$ cat src/rtl/enc_frame_builder.sv
// enc_frame_builder: store-and-forward framer feeding an 8b/10b encoder.
// Payload bytes are buffered until a packet is complete, then emitted as one
// contiguous symbol stream: commas, SOP, payload, CRC-8, EOP.
module enc_frame_builder #(
  parameter int DEPTH     = 64,
  parameter int COMMA_CNT = 2
) (
  input  logic       clk,
  input  logic       reset,
  input  logic       pushin,
  input  logic       startin,
  input  logic       lastin,
  input  logic [7:0] datain,
  output logic       fullout,
  output logic       pushout,
  output logic       startout,
  output logic [8:0] dataout,
  output logic       errout
);

  localparam int AW = $clog2(DEPTH);
  localparam int CW = (COMMA_CNT > 1) ? $clog2(COMMA_CNT) : 1;
  localparam logic [AW:0]   PTR_ONE   = 1;
  localparam logic [AW:0]   FULL_CNT  = DEPTH;
  localparam logic [CW-1:0] COMMA_TOP = CW'(COMMA_CNT - 1);

  localparam logic [2:0] S_IDLE  = 3'd0;
  localparam logic [2:0] S_COMMA = 3'd1;
  localparam logic [2:0] S_SOP   = 3'd2;
  localparam logic [2:0] S_DATA  = 3'd3;
  localparam logic [2:0] S_CRC   = 3'd4;
  localparam logic [2:0] S_EOP   = 3'd5;

  localparam logic [8:0] SYM_COMMA = 9'h1BC;
  localparam logic [8:0] SYM_SOP   = 9'h1FB;
  localparam logic [8:0] SYM_EOP   = 9'h1FD;

  // Entry = {last, byte}; pointers carry one extra wrap bit.
  logic [8:0]    mem [DEPTH];
  logic [AW:0]   wr_ptr, rd_ptr, pkt_start_ptr;
  logic [AW:0]   wr_ptr_nx, rd_ptr_nx, start_nx, wr_addr;
  logic [AW:0]   pkt_cnt;
  logic          in_pkt, in_pkt_nx;
  logic          wr_en, err_set, last_acc;
  logic [2:0]    state;
  logic [CW-1:0] comma_cnt;
  logic [7:0]    crc;
  logic [8:0]    rd_word;

  // One bit-serial CRC-8 step per payload bit, poly 0x07, MSB first.
  function automatic logic [7:0] crc8_byte(input logic [7:0] c, input logic [7:0] d);
    logic [7:0] r;
    r = c;
    for (int i = 7; i >= 0; i--) begin
      if (r[7] ^ d[i]) r = {r[6:0], 1'b0} ^ 8'h07;
      else             r = {r[6:0], 1'b0};
    end
    return r;
  endfunction

  assign rd_word   = mem[rd_ptr[AW-1:0]];
  assign rd_ptr_nx = (state == S_DATA) ? rd_ptr + PTR_ONE : rd_ptr;

  // Input-side decision: accept, drop, or rewind a partial packet.
  always_comb begin
    // NOTE: every signal gets a default first so no path leaves it unassigned (no latch).
    wr_en     = 1'b0;
    wr_addr   = wr_ptr;
    wr_ptr_nx = wr_ptr;
    start_nx  = pkt_start_ptr;
    in_pkt_nx = in_pkt;
    err_set   = 1'b0;
    last_acc  = 1'b0;
    if (pushin) begin
      if (fullout) begin
        // Overflow: only the partial packet is discarded; complete ones stay.
        err_set   = 1'b1;
        in_pkt_nx = 1'b0;
        if (in_pkt) wr_ptr_nx = pkt_start_ptr;
      end else if (!startin && !in_pkt) begin
        err_set = 1'b1;
      end else begin
        if (startin) begin
          if (in_pkt) begin
            err_set = 1'b1;
            wr_addr = pkt_start_ptr;
          end
          start_nx = wr_addr;
        end
        wr_en     = 1'b1;
        wr_ptr_nx = wr_addr + PTR_ONE;
        in_pkt_nx = !lastin;
        last_acc  = lastin;
      end
    end
  end

  // Payload storage.
  always_ff @(posedge clk) begin
    // NOTE: the RAM has no reset; pointers alone define which entries are valid.
    if (wr_en) mem[wr_addr[AW-1:0]] <= {lastin, datain};
  end

  // Write pointer, packet tracking, full flag and sticky error.
  always_ff @(posedge clk) begin
    // NOTE: sequential state uses non-blocking assignments so all registers update together.
    if (reset) begin
      wr_ptr        <= '0;
      pkt_start_ptr <= '0;
      in_pkt        <= 1'b0;
      errout        <= 1'b0;
      fullout       <= 1'b0;
      pkt_cnt       <= '0;
    end else begin
      wr_ptr        <= wr_ptr_nx;
      pkt_start_ptr <= start_nx;
      in_pkt        <= in_pkt_nx;
      fullout       <= (wr_ptr_nx - rd_ptr_nx) == FULL_CNT;
      if (err_set) errout <= 1'b1;
      case ({last_acc, state == S_EOP})
        2'b10:   pkt_cnt <= pkt_cnt + PTR_ONE;
        2'b01:   pkt_cnt <= pkt_cnt - PTR_ONE;
        default: pkt_cnt <= pkt_cnt;
      endcase
    end
  end

  // Frame sequencer: state names the symbol to be registered next cycle.
  always_ff @(posedge clk) begin
    if (reset) begin
      state     <= S_IDLE;
      comma_cnt <= '0;
      crc       <= 8'h00;
      rd_ptr    <= '0;
    end else begin
      rd_ptr <= rd_ptr_nx;
      case (state)
        S_IDLE: if (pkt_cnt != '0) begin
          state     <= S_COMMA;
          comma_cnt <= COMMA_TOP;
        end
        S_COMMA: if (comma_cnt == '0) state <= S_SOP;
                 else comma_cnt <= comma_cnt - 1'b1;
        S_SOP: begin
          crc   <= 8'h00;
          state <= S_DATA;
        end
        S_DATA: begin
          crc <= crc8_byte(crc, rd_word[7:0]);
          if (rd_word[8]) state <= S_CRC;
        end
        S_CRC:   state <= S_EOP;
        S_EOP:   state <= S_IDLE;
        default: state <= S_IDLE;
      endcase
    end
  end

  // Registered symbol outputs, one cycle behind the sequencer state.
  always_ff @(posedge clk) begin
    if (reset) begin
      pushout  <= 1'b0;
      startout <= 1'b0;
      dataout  <= 9'h000;
    end else begin
      pushout  <= (state != S_IDLE);
      startout <= (state == S_SOP);
      case (state)
        S_COMMA: dataout <= SYM_COMMA;
        S_SOP:   dataout <= SYM_SOP;
        S_DATA:  dataout <= {1'b0, rd_word[7:0]};
        S_CRC:   dataout <= {1'b0, crc};
        S_EOP:   dataout <= SYM_EOP;
        default: dataout <= dataout;
      endcase
    end
  end

endmodule

$ cat config.mk
export PLATFORM = sky130hd
export DESIGN_NAME = enc_frame_builder
export DESIGN_NICKNAME = d
export VERILOG_FILES = /design/src/rtl/enc_frame_builder.sv
export SDC_FILE = /design/constraint.sdc
export NUM_CORES = 1
export LEC_CHECK = 0
export ABC_CLOCK_PERIOD_IN_PS = 4500
export CAP_MARGIN = 40
export CORE_UTILIZATION = 40
export DETAILED_ROUTE_END_ITERATION = 12
export DONT_BUFFER_PORTS = 1
export SYNTH_ARGS = -nofsm -noshare
export SYNTH_HDL_FRONTEND = slang
export SYNTH_SLANG_ARGS = --single-unit
export TNS_END_PERCENT = 1
$ cat constraint.sdc
create_clock -name clk -period 4.5 [get_ports clk]
set_clock_uncertainty 0.05 [all_clocks]
set_input_delay 1.125 -clock clk [delete_from_list [all_inputs] [get_ports clk]]
set_output_delay 1.125 -clock clk [all_outputs]
set_load 0.02 [all_outputs]
== Word-level counts from Yosys, hierarchy flattened ==
Memories as Yosys holds them, arrays and structs flattened. A register that Yosys moved wholly into a read port is not among the register bits.
Cells that the tools add are included.
Storage, ports and cells
  register bits after elaboration: 54
  bits of input ports: 13
  output and inout port bits: 13
  RAM bits: 576
  memories: 1
Memories
  mem: depth 64, width 9, read ports 1, clocked after Yosys merged registers in 1, wr ports 1, line 39  | logic [8:0] mem [DEPTH];
Cells by class
  $add $sub $neg: 6
  muxes and demuxes: 60
  equality and inequality tests: 12
  reductions and logical operators: 15
  bitwise logic cells: 18
Operators by type and width (number)
  $mux 8: 14
  $mux 7: 9
  $pmux 9 s5: 1
  $mux 3: 11
  $mux 6: 4
  $not 3->3: 8
  $add 7x1->7 const B: 3
  $mux 1: 17
  $pmux 8 s2: 1
  $pmux 3 s5: 1
  $pmux 7 s2: 1
  $ne 2x2->1 const B: 4
  $xor 1x1->1: 8
  $eq 7x7->1 const B: 1
  $reduce_bool 7->1: 1
  $sub 7x1->7 const B: 1
  $sub 7x7->7: 1
  $eq 3x2->1 const B: 2
  $eq 3x3->1 const B: 2
  $reduce_bool 2->1: 3
  $reduce_bool 5->1: 1
  $reduce_and 2->1: 2
  $reduce_and 4->1: 1
  $eq 3x1->1 const B: 1
  other kinds (10): 13

== Longest topological paths before layout ==
  depth after elaboration: 31
  mapped depth: 16
  depth with buffers taken out: 15

== Worst setup path before layout ==
Ideal clock, no wire load.
  path kind: input to register
  start point: in startin
  end point: mem mem[41][0] (enable)
  path buffers: 1
  setup time: 0.374 ns
  arrival time: 3.841 ns
  required time: 4.076 ns
  stages on the path: 12
  setup slack: 0.235 ns
  cell sequence: clkbuf_1 inv_1 ha_1 nor2_1 nand2_1 nor2_1 nand2_1 mux2i_1 nand2_1 nor3_1 nand2_1 nor2_1
On the way
  word-level cells in the longest chain between the ends: 7
Ends and longest elaborated chain
  from (decl): line 11  | input logic startin,
  $mux 7 or $logic_not 1->1 (tied branches): line 83, 80
  $mux 7 or $logic_and 1x1->1 (tied branches): line 80  | end else if (!startin && !in_pkt) begin
  $mux 7 or $mux 1 (tied branches): line 75, 80
  $mux 7 or $mux 1 (tied branches): line 74, 75
  $mux 6 or $mux 1 (tied branches): line 80, 74
  $mux 6 or $mux 1 (tied branches): line 75, 101
  $mux 6 or $mux 1 (tied branches): line 74, 101
  to (decl): line 39
Parallel ways exist; a longest one is shown, timed or not. The select of a mux whose other input is x is not followed.

== Final worst setup path ==
  start point: reg in_pkt
  end point: mem mem[29][6] (enable)
On the way
  word-level cells in the longest chain between the ends: 8
Ends and longest elaborated chain
  from (decl): line 43  | logic in_pkt, in_pkt_nx;
  from (signal assigned): line 117  | in_pkt <= in_pkt_nx;
  $mux 7: line 84  | if (in_pkt) begin
  $mux 7: line 83  | if (startin) begin
  $mux 7: line 80
  $mux 7: line 75  | if (fullout) begin
  $mux 7: line 74  | if (pushin) begin
  $mux 6: line 80
  $mux 6: line 75
  $mux 6: line 74
Parallel ways exist; a longest one is shown, timed or not. The select of a mux whose other input is x is not followed.

==> flow_summary.json <==
{
  "outcome": "completed",
  "synthCells": 1412,
  "cts_setup_buffers": 0,
  "grt_overflow": 0,
  "routedWlPerCell_um": 25.5,
  "hold_violations": 0,
  "drtIter0Drc": 1299,
  "ys_warn_count": 0,
  "worstHoldStart": "pkt_cnt[6]$_SDFFE_PP0P_",
  "ys_types": 68,
  "initial_utilization_pct": 40.8,
  "fin_nets": 1556,
  "synth_area_um2": 25900,
  "synthArstFlopShare_pct": 0,
  "crit_fanout": 16,
  "dp_hpwl_um": 38700,
  "place_ws_ns": 0.346,
  "r2r_slack_ns": 0.52,
  "die_area_um2": 65700,
  "rr_startpoint": "in_pkt$_SDFFE_PP0P_",
  "worst_pin_slew_ns": 0.938,
  "die_h_um": 256,
  "crit_slowest_cell": "dfxtp_1",
  "io_buffers": 0,
  "ys.flop_type": "edfxtp_1",
  "yosys.area.top_type": "edfxtp_1",
  "grt_pass1_wl_um": 92000,
  "synth_seq_cells": 630,
  "critical_path.max_stage_delay_ns": 0.69,
  "ir_worst_vdd_mv": 0.200,
  "grt_usage_pct": 19.1,
  "seq_area_frac_synth_pct": 71.1,
  "syn_to_final_growth_pct": 14.5,
  "cp.arrival_ns": 4.22,
  "post_dp_cell_area_um2": 27400,
  "htree_levels": 3,
  "worst-r2r-cell-count": 11,
  "wirelength_um": 61800,
  "fin_setup_tns_ns": 0,
  "crit_end": "mem[29][6]$_DFFE_PP_",
  "fin_area_um2": 29600,
  "fin_util_pct": 46.7,
  "std_cell_rows": 92,
  "whs_ns": 0.452,
  "post-route-period-util_pct": 88.5,
  "core_um2": 63400,
  "cts.path.max_buffers": 3,
  "slew_violations": 0,
  "die_w_um": 256,
  "crit_path_cell_trace": "inv_1 -> ha_1 -> nor2_1 -> nand2_1 -> nor2_1 -> nand2_1 -> mux2i_1 -> buf_4 -> or3_1 -> nor2_1 -> buf_4",
  "path_class": "flip-flop to flip-flop",
  "powerDensity_nw_per_um2": 422,
  "cts_tree": "yes",
  "maxCapViolCount": 0,
  "ant_nets": 0,
  "antenna_found_initial": 0,
  "rr_endpoint": "mem[29][6]$_DFFE_PP_",
  "synth_area_per_cell_um2": 18.3,
  "numCtsBuffers": 66,
  "critPathLaunchType": "flip-flop",
  "num_io_pins": 26,
  "setup_violations": 0,
  "crit_top_cell": "nor2_1",
  "netlist.area_leader.share_pct": 66.9,
  "clk_latency_ns": 0.60,
  "drt_first_pass_iters": 5,
  "relSlewSlack_pct": 36.8,
  "p_leak_uw": 0.00937,
  "globalplace.congestion": 0.855,
  "synth_fp_nets": 1441,
  "synth_edf_count": 576,
  "grt_max_degree": 67,
  "cts-root-buf": "clkbuf_16",
  "vias_per_cell": 5.65,
  "min_path_type": "flip-flop to flip-flop",
  "post-route-min-period_ns": 3.98,
  "grt_pass1_vias": 13700,
  "ys_top_cells_by_area": "edfxtp_1 (67%), mux4_2 (11%), dfxtp_1 (4.2%)",
  "num_vias": 13700,
  "setup_ws_ns": 0.517,
  "max_freq_ghz": 0.251,
  "path_depth": 11,
  "cp-startpoint": "in_pkt$_SDFFE_PP0P_",
  "n_antenna_cell": 0,
  "drive_gt1_share_pct": 23.4,
  "critPathBufInv": 3,
  "clkTransAtPathRegs_ns": 0.06,
  "required_ns": 4.74,
  "cts_resized": 0,
  "end_kind": "flip-flop",
  "rsz0062_at_grt": "no",
  "critical-path-top-delay-family": "simple AND/OR/NAND/NOR gates",
  "hold_buffers": 0,
  "cts.sinks": 630,
  "drcViolationCount": 0
}
cells in the final DEF, fill, tap and decap left out, types with 5 or more instances in the layout:
| cell | synthesis | routed |
|---|---|---|
| a211oi_1 | 5 | 5 |
| a21o_1 | 5 | 5 |
| a21oi_1 | 33 | 33 |
| a221oi_1 | 10 | 10 |
| a22oi_1 | 12 | 12 |
| a31oi_1 | 9 | 9 |
| and3_1 | 7 | 7 |
| buf_12 | 4 | 5 |
| buf_4 | 13 | 114 |
| bufinv_16 | 0 | 9 |
| clkbuf_1 | 24 | 8 |
| clkbuf_16 | 0 | 69 |
| clkinv_1 | 2 | 12 |
| clkinv_2 | 0 | 13 |
| dfxtp_1 | 54 | 50 |
| edfxtp_1 | 576 | 576 |
| ha_1 | 15 | 15 |
| inv_1 | 12 | 12 |
| mux2i_1 | 49 | 49 |
| mux4_1 | 20 | 20 |
| mux4_2 | 132 | 132 |
| nand2_1 | 62 | 62 |
| nand2b_1 | 6 | 6 |
| nand3_1 | 18 | 18 |
| nand3b_1 | 5 | 5 |
| nand4_1 | 5 | 5 |
| nor2_1 | 138 | 138 |
| nor2b_1 | 17 | 17 |
| nor3_1 | 8 | 8 |
| o21a_1 | 6 | 6 |
| o21ai_0 | 21 | 21 |
| o22ai_1 | 7 | 7 |
| or3_1 | 8 | 8 |
| xnor2_1 | 22 | 22 |
| xor2_1 | 13 | 13 |
how the worst min path moves through the flow:
stage                                         end  slack [ns]  depth (start not counted)
finish                    pkt_cnt[6]$_SDFFE_PP0P_        0.45                          2
global route        pkt_start_ptr[6]$_SDFFE_PP0P_        0.47                          2
CTS                       pkt_cnt[6]$_SDFFE_PP0P_        0.45                          2
detailed placement        pkt_cnt[6]$_SDFFE_PP0P_        0.44                          2
global placement          pkt_cnt[6]$_SDFFE_PP0P_        0.41                          2
floorplan                 pkt_cnt[6]$_SDFFE_PP0P_        0.41                          2
kinds of logic after synthesis:
family | share of synthesized area, %
flops | 71.1
simple gates | 4.95
buf+inv | 2.18
xor+xnor | 1.49
mux | 15.6
compound gates | 3.91
fa+ha+maj | 0.803
synthesized netlist by cell type (all sizes together) (7+ instances only):
cell,count
edfxtp,576
mux4,152
nor2,138
nand2,62
dfxtp,54
mux2i,49
buf,48
a21oi,33
clkbuf,24
xnor2,24
o21ai,23
nand3,18
nor2b,17
ha,15
inv,13
xor2,13
a22oi,12
a221oi,10
a31oi,9
nor3,9
or3,8
a211oi,7
and3,7
o22ai,7
metal layers:
metal  wire [µm]  share of wire (%)  vias to the layer above  global-route usage [%]
met3        4450                7.2                      118                    4.62
met2       29000                 47                      479                    29.8
met5           0                  0                        -                       0
met1       26500                 43                     7168                    26.4
met4        1920                3.1                        0                    6.34
li1            -                  -                     5919                       -
final cells by class:
type,instances,area [µm²]
clock inverter,36,405
clock buffer,83,1830
tap,846,1060
sequential,630,18400
fill,5268,33800
inverter,15,56.3
timing repair buffer,119,956
multi-input combinational,695,6920
worst reg2reg max path: stages (launching register included):
cell and delay, ns:
dfxtp_1 0.69, inv_1 0.19, ha_1 0.26, nor2_1 0.21
nand2_1 0.12, nor2_1 0.35, nand2_1 0.38, mux2i_1 0.27
buf_4 0.21, or3_1 0.55, nor2_1 0.19, buf_4 0.24
power by group:
group	internal (µW)	switching, µW
clock network	3390	2210
registers	6430	59.3
logic	166	228
stage by stage:
stage | power (µW) | std cells
finish | 12500 | 2424
global route | 12900 | 2424
CTS | 12600 | 2424
detailed placement | 7010 | 2305
global placement | 7000 | 2305
floorplan | 6900 | 1412
flip-flops by register name, indices dropped and copies added, names as in the netlist:
register       cells
comma_cnt          1
crc                8
dataout            9
errout             1
fullout            1
in_pkt             1
mem              576
pkt_cnt            7
pkt_start_ptr      7
pushout            1
rd_ptr             7
startout           1
state              3
wr_ptr             7
No activity file was read; power rests on OpenSTA's default activity.
